**config.mk**
```make
export PLATFORM = sky130hd
export DESIGN_NAME = mul_arbiter_flat
export DESIGN_NICKNAME = d
export VERILOG_FILES = /design/src/rtl/mul_arbiter_if.sv /design/src/rtl/mul_arbiter.sv /design/src/flat_wrapper.sv
export SDC_FILE = /design/constraint.sdc
export NUM_CORES = 1
export LEC_CHECK = 0
export BUFFER_PORTS_ARGS = -buffer_cell sky130_fd_sc_hd__buf_2
export CORE_MARGIN = 2
export CORE_UTILIZATION = 31
export DETAILED_ROUTE_END_ITERATION = 12
export PLACE_DENSITY = 0.46
export SLEW_MARGIN = 20
export SYNTH_ARGS = -nofsm -noshare
export SYNTH_HDL_FRONTEND = slang
export SYNTH_SLANG_ARGS = --single-unit
```
**constraint.sdc**
```tcl
create_clock -name clk -period 8.8 [get_ports clk]
set_input_delay 1.32 -clock clk [delete_from_list [all_inputs] [get_ports clk]]
set_output_delay 1.32 -clock clk [all_outputs]
set_load 0.02 [all_outputs]
```
**src/rtl/mul_arbiter_if.sv**
```systemverilog
// Handshake bundle for the shared 8x8 signed multiplier arbiter.
// Two requesters feed one result channel; busy mirrors FSM activity.
interface mul_arbiter_if;
  logic       req0_valid;
  logic       req0_ready;
  logic [7:0] req0_x;
  logic [7:0] req0_y;
  logic       req1_valid;
  logic       req1_ready;
  logic [7:0] req1_x;
  logic [7:0] req1_y;
  logic       rsp_valid;
  logic       rsp_ready;
  logic       rsp_id;
  logic [15:0] rsp_p;
  logic       busy;

  modport slave (
    input  req0_valid, req0_x, req0_y,
    input  req1_valid, req1_x, req1_y,
    input  rsp_ready,
    output req0_ready, req1_ready,
    output rsp_valid, rsp_id, rsp_p, busy
  );

  modport master (
    output req0_valid, req0_x, req0_y,
    output req1_valid, req1_x, req1_y,
    output rsp_ready,
    input  req0_ready, req1_ready,
    input  rsp_valid, rsp_id, rsp_p, busy
  );
endinterface

```
**src/rtl/mul_arbiter.sv**
```systemverilog
// Two-requester arbiter around one signed 8x8 multiplier (IDLE/MUL/HOLD).
// Define MUL_FIXED_PRIO_EN for fixed req0 priority instead of round-robin.
module mul_arbiter #(
  parameter int unsigned SETTLE = 2
) (
  input  logic          clk,
  input  logic          rst_n,
  mul_arbiter_if.slave  bus
);

  typedef enum logic [1:0] {
    S_IDLE = 2'd0,
    S_MUL  = 2'd1,
    S_HOLD = 2'd2
  } state_t;

  state_t            r_state;
  logic [3:0]        r_cnt;
  logic [7:0]        r_x;
  logic [7:0]        r_y;
  logic              r_id;
  logic              r_rsp_valid;
  logic              r_rsp_id;
  logic [15:0]       r_rsp_p;

  logic              w_idle;
  logic              w_grant;
  logic              w_rdy0;
  logic              w_rdy1;
  logic              w_hs;
  logic signed [15:0] w_xs;
  logic signed [15:0] w_ys;
  logic signed [15:0] w_prod;

`ifndef MUL_FIXED_PRIO_EN
  logic              r_last;
`endif

  // ready is gated by rst_n so nothing is offered while reset is held
  assign w_idle = rst_n && (r_state == S_IDLE);

  always_comb begin
    w_grant = 1'b0;
`ifdef MUL_FIXED_PRIO_EN
    if (bus.req0_valid)
      w_grant = 1'b0;
    else if (bus.req1_valid)
      w_grant = 1'b1;
`else
    if (bus.req0_valid && bus.req1_valid)
      w_grant = ~r_last;
    else if (bus.req1_valid)
      w_grant = 1'b1;
`endif
  end

  assign w_rdy0 = w_idle && !w_grant && bus.req0_valid;
  assign w_rdy1 = w_idle &&  w_grant && bus.req1_valid;
  assign w_hs   = w_rdy0 || w_rdy1;

  assign w_xs   = $signed({{8{r_x[7]}}, r_x});
  assign w_ys   = $signed({{8{r_y[7]}}, r_y});
  assign w_prod = w_xs * w_ys;

  assign bus.req0_ready = w_rdy0;
  assign bus.req1_ready = w_rdy1;
  assign bus.rsp_valid  = r_rsp_valid;
  assign bus.rsp_id     = r_rsp_id;
  assign bus.rsp_p      = r_rsp_p;
  assign bus.busy       = (r_state != S_IDLE);

  always_ff @(posedge clk or negedge rst_n) begin
    if (!rst_n) begin
      r_state     <= S_IDLE;
      r_cnt       <= 4'd0;
      r_x         <= 8'd0;
      r_y         <= 8'd0;
      r_id        <= 1'b0;
      r_rsp_valid <= 1'b0;
      r_rsp_id    <= 1'b0;
      r_rsp_p     <= 16'd0;
`ifndef MUL_FIXED_PRIO_EN
      r_last      <= 1'b1;
`endif
    end else begin
      unique case (r_state)
        S_IDLE: begin
          if (w_hs) begin
            r_x     <= w_grant ? bus.req1_x : bus.req0_x;
            r_y     <= w_grant ? bus.req1_y : bus.req0_y;
            r_id    <= w_grant;
            r_cnt   <= 4'(SETTLE - 1);
            r_state <= S_MUL;
`ifndef MUL_FIXED_PRIO_EN
            r_last  <= w_grant;
`endif
          end
        end
        S_MUL: begin
          if (r_cnt == 4'd0) begin
            r_rsp_p     <= w_prod;
            r_rsp_valid <= 1'b1;
            r_rsp_id    <= r_id;
            r_state     <= S_HOLD;
          end else begin
            r_cnt <= r_cnt - 4'd1;
          end
        end
        S_HOLD: begin
          if (bus.rsp_ready) begin
            r_rsp_valid <= 1'b0;
            r_state     <= S_IDLE;
          end
        end
        default: r_state <= S_IDLE;
      endcase
    end
  end

endmodule

```
**src/flat_wrapper.sv**
```systemverilog
// flat-port wrapper written by rule: the top's interface ports become plain ports
module mul_arbiter_flat 
#(
  parameter int unsigned SETTLE = 2
)
  (clk, rst_n, bus_req0_valid, bus_req0_x, bus_req0_y, bus_req1_valid, bus_req1_x, bus_req1_y, bus_rsp_ready, bus_req0_ready, bus_req1_ready, bus_rsp_valid, bus_rsp_id, bus_rsp_p, bus_busy);
  mul_arbiter_if bus_i ();
  input  logic clk;
  input  logic rst_n;
  input wire logic [$bits(bus_i.req0_valid)-1:0] bus_req0_valid;
  input wire logic [$bits(bus_i.req0_x)-1:0] bus_req0_x;
  input wire logic [$bits(bus_i.req0_y)-1:0] bus_req0_y;
  input wire logic [$bits(bus_i.req1_valid)-1:0] bus_req1_valid;
  input wire logic [$bits(bus_i.req1_x)-1:0] bus_req1_x;
  input wire logic [$bits(bus_i.req1_y)-1:0] bus_req1_y;
  input wire logic [$bits(bus_i.rsp_ready)-1:0] bus_rsp_ready;
  output wire logic [$bits(bus_i.req0_ready)-1:0] bus_req0_ready;
  output wire logic [$bits(bus_i.req1_ready)-1:0] bus_req1_ready;
  output wire logic [$bits(bus_i.rsp_valid)-1:0] bus_rsp_valid;
  output wire logic [$bits(bus_i.rsp_id)-1:0] bus_rsp_id;
  output wire logic [$bits(bus_i.rsp_p)-1:0] bus_rsp_p;
  output wire logic [$bits(bus_i.busy)-1:0] bus_busy;
  assign bus_i.req0_valid = bus_req0_valid;
  assign bus_i.req0_x = bus_req0_x;
  assign bus_i.req0_y = bus_req0_y;
  assign bus_i.req1_valid = bus_req1_valid;
  assign bus_i.req1_x = bus_req1_x;
  assign bus_i.req1_y = bus_req1_y;
  assign bus_i.rsp_ready = bus_rsp_ready;
  assign bus_req0_ready = bus_i.req0_ready;
  assign bus_req1_ready = bus_i.req1_ready;
  assign bus_rsp_valid = bus_i.rsp_valid;
  assign bus_rsp_id = bus_i.rsp_id;
  assign bus_rsp_p = bus_i.rsp_p;
  assign bus_busy = bus_i.busy;
  mul_arbiter #(.SETTLE(SETTLE)) u_core (.clk(clk), .rst_n(rst_n), .bus(bus_i));
endmodule
```
== Yosys cells after proc, flatten, opt, wreduce, memory -nomap -nowiden ==
Cells that the tools add are included.
Word-level totals
  flip-flop bits (word level): 42
  bits of input ports: 37
  output and inout bits: 21
  logic and storage cells: 50
Operators by class
  add/subtract/negate cells: 1
  $mul: 1
  equality and inequality tests: 6
  muxes and demuxes: 14
  bitwise gates (word level): 1
  reduce and logical (&&, ||, !) cells: 18
Operator list (number)
  8-bit by 8-bit multiplier with 16-bit output: 1
  8-bit 2-to-1 mux: 2
  3-bit AND reduction: 3
  4-bit 2-to-1 mux: 2
  4-bit case mux with 2 select lines: 1
  1-bit logical AND: 6
  2-bit 2-to-1 mux: 3
  2-bit case mux with 3 select lines: 1
  2-bit nonzero test: 3
  4-bit zero test: 1
  1-bit 2-to-1 mux: 4
  2-bit by 1-bit != test with 1-bit output (second input constant): 2
  2-bit != test (second input constant): 2
  2-bit AND reduction: 2
  4-bit by 1-bit subtractor with 4-bit output (second input constant): 1
  2-bit by 1-bit equality test with 1-bit output (second input constant): 1
  2-bit equality test (second input constant): 1
  2-bit zero test: 1
  1-bit case mux with 2 select lines: 1
  1-bit zero test: 1
  1-bit logical OR: 1
  1-bit NOT: 1

== Longest topological paths before layout ==
  depth after elaboration: 8
  gate-level depth with buffers: 16
  depth with buffers taken out: 16

== Least setup slack after synthesis ==
No wires, ideal clock.
  path kind: reg-to-reg
  start point: reg u_core.r_y[4]
  end point: reg u_core.r_rsp_p[14] (netlist: u_core.bus.rsp_p[14])
  setup time: 0.131 ns
  data arrival time: 4.137 ns
  path slack: 4.531 ns
  stages on the path, launching flop included: 17
  path buffers: 0
  clock period less this slack: 4.269 ns
  cells stage by stage: dfrtp_1 > and2_1 > fa_1 > inv_1 > fa_1 > inv_1 > fa_1 > inv_1 > fa_1 > inv_1 > ha_1 > o21ai_0 > o21ai_1 > a21oi_2 > a21oi_1 > nor4bb_1 > or3_1
On the way
  cells in the longest elaborated chain, start to end: 1
RTL lines
  start, declared: line mul_arbiter.sv:20  | logic [7:0] r_y;
  start signal, assigned: line mul_arbiter.sv:90  | r_y <= w_grant ? bus.req1_y : bus.req0_y;
  8-bit by 8-bit multiplier with 16-bit output: line mul_arbiter.sv:63  | assign w_prod = w_xs * w_ys;
  end signal, assigned: line mul_arbiter.sv:101  | r_rsp_p <= w_prod;
  end, declared: line mul_arbiter.sv:24  | logic [15:0] r_rsp_p;
No other way between the ends.
A chain may end at the register's enable or synchronous reset.

== Worst setup path in the final report ==
Same ends and word-level chain as after synthesis.

==> out/results.ini <==
[run_status]
status = completed

[place]
gp_congestion = 0.818
dp_hpwl_um = 7130
dpl_cell_area_um2 = 4770
port_buffers = 57

[clocking]
htree_levels = 2
clock-sinks = 42
clkSlewWorstSetupHoldPaths_ns = 0.07
root_buffer = clkbuf_16
clk_path_buf_depth = 2
cts_buffers = 5
post-cts-setup-buffer-count = 0
ctsHoldBuffers = 0
clock_latency_ns = 0.29
post_cts_resized = 0
tritoncts = built

[grt]
antenna_found_initial = 0
grt_usage_pct = 13.5
grt_pass1_vias = 3282
grt_pass1_wl_um = 15700
overflow = 0
grt_max_degree = 44

[worst_setup_path]
r2r_setup_slack_ns = 4.22
reg2reg_to = u_core.bus.rsp_p[14]$_DFFE_PN0P_
crit_path_end_kind = flop
cp-start-kind = flop
max_stage_delay_ns = 0.53
critical_path_required_ns = 8.97
criticalPathCategory = flop to flop
critPathArrivalTime_ns = 4.74
critical_path.slowest_cell = fa_1
r2r-start = u_core.r_y[4]$_DFFE_PN0P_
cp_top_family = adder cells
setup.worst_path.start = u_core.r_y[4]$_DFFE_PN0P_
worstPathMaxFanout = 9
worst-path-buf-inv = 4
reg2reg_depth = 16
path_cells = and2_1 > fa_1 > inv_1 > fa_1 > inv_1 > fa_1 > inv_1 > fa_1 > inv_1 > ha_1 > o21ai_0 > o21ai_1 > a21oi_2 > a21oi_1 > nor4bb_1 > or3_1

[final_layout]
final_cell_mix = inv_1, buf_2, fa_1
finish.instance_area_um2 = 4920
diodes = 0
fillers = 1405
final_common_cell = inv_1
layout.nets = 626
syn_to_final_growth_pct = 14.7
drive_gt1_share_pct = 14.7

[yosys]
ys_ff_latch = 42
synthArstFlopShare_pct = 100
syn_nets = 569
synth.area.top_cells = fa_1, dfrtp_1, ha_1, inv_1, and2_1
seq_area_frac_synth_pct = 24.5
syn_avg_cell_area_um2 = 9.62
yosys_warnings = 0
ys.flop_type = dfrtp_1
synth_edf_count = 0
yosysTopAreaCell = fa_1
synth_cell_types = 42
syn_inst = 446
syn-cell-area_um2 = 4290
synth_top_area_share_pct = 25.7

[floorplanning]
die_w_um = 122
rows = 42
dieArea_um2 = 14800
die_h_um = 122
core_area_um2 = 13400
start_util_pct = 32.0
pin_count = 58

[run]
drv_cap = 0

[timing]
setup_tns_ns = 0
final_hold_viol_count = 0
worstMarginPinSlew_ns = 0.710
fin_skew_ns = 0.00434
setup_violations = 0
min_period_over_period_pct = 52.0
period_minus_slack_ns = 4.58
drv_slew = 0
max_slew_margin_pct = 52.6
rsz0062_at_grt = no
fmax_ghz = 0.219

[drt]
ant_nets = 0
via_per_inst = 4.42
avgRoutedWirePerCell_um = 13.0
vias = 3003
drtPass1Iterations = 4
dr.first_iter.drc_count = 102
drc = 0
routed_wl_um = 8820

[hold_path]
hp-class = flop to flop
hold_path_depth = 1
min-delay-start = u_core.r_id$_DFFE_PN0P_
hold_end = u_core.r_id$_DFFE_PN0P_

-- cell type report --
type	count	area (µm²)	share of cell area [%]
inverters	87	327	6.64
clock buffers	6	129	2.62
clock inverters	2	13.8	0.280
flip-flops and latches	42	1050	21.4
well taps	176	220	4.47
repair buffers	59	300	6.10
multi-input cells	308	2880	58.5
-- logic make-up (layout without fill, tap and decap cells) --
family	Yosys count	after routing	share of synthesized area, %
buf+inv	96	154	8.61
simple gates	120	120	14.4
flops	42	42	24.5
compound gates	62	62	8.66
xor+xnor	16	16	3.27
mux	24	24	5.81
fa+ha+maj	86	86	34.7
-- state kept, by name, indices dropped and copies added, names as in the netlist --
register and cells:
u_core.bus.rsp_p 16, u_core.bus.rsp_valid 1, u_core.r_id 1, u_core.r_cnt 4, u_core.r_last 1, u_core.r_y 8
u_core.r_state 2, u_core.r_x 8, u_core.bus.rsp_id 1
-- cells in the mapped netlist (2+ instances only) --
cell type,n
o21a_1,3
xnor2_1,11
a21o_1,4
mux2_1,7
and2_1,45
xor2_1,5
fa_1,55
a31oi_1,3
mux2i_1,17
dfrtp_1,41
nand2b_1,3
nor3_1,2
ha_1,31
o21ai_1,13
o21ai_0,5
a21oi_1,23
inv_1,86
nor2b_1,6
clkbuf_1,2
nor2_1,27
buf_2,7
nand2_1,29
or2_1,2
-- through the flow --
| stage | setup slack (ns) | std cells | util (%) | hold slack (ns) |
|---|---|---|---|---|
| global route | 4.01 | 680 | 36.7 | 0.508 |
| CTS | 4.21 | 680 | 36.7 | 0.480 |
| floorplan | 4.53 | 446 | - | 0.443 |
| global placement | 4.30 | 672 | 35.6 | 0.453 |
| finish | 4.22 | 680 | 36.7 | 0.479 |
| detailed placement | 4.26 | 672 | 35.6 | 0.466 |
-- metal layers --
layer | track usage [%] | part of all wire [%] | vias up
li1 | - | - | 1507
met1 | 18.0 | 49 | 1439
met2 | 23.0 | 47 | 51
met3 | 1.78 | 2.7 | 6
met4 | 3.59 | 1.2 | 0
met5 | 0 | 0 | -
-- how the worst max path moves through the flow --
stage | slack [ns] | end | depth (start not counted)
finish | 4.22 | u_core.bus.rsp_p[14]$_DFFE_PN0P_ | 16
global route | 4.01 | u_core.bus.rsp_p[15]$_DFFE_PN0P_ | 16
CTS | 4.21 | u_core.bus.rsp_p[14]$_DFFE_PN0P_ | 16
detailed placement | 4.26 | u_core.bus.rsp_p[14]$_DFFE_PN0P_ | 15
global placement | 4.30 | u_core.bus.rsp_p[14]$_DFFE_PN0P_ | 16
floorplan | 4.53 | u_core.bus.rsp_p[14]$_DFFE_PN0P_ | 16
Power is not shown: default switching activity piles up to over one toggle a cycle in this logic, so the estimate is an artifact.
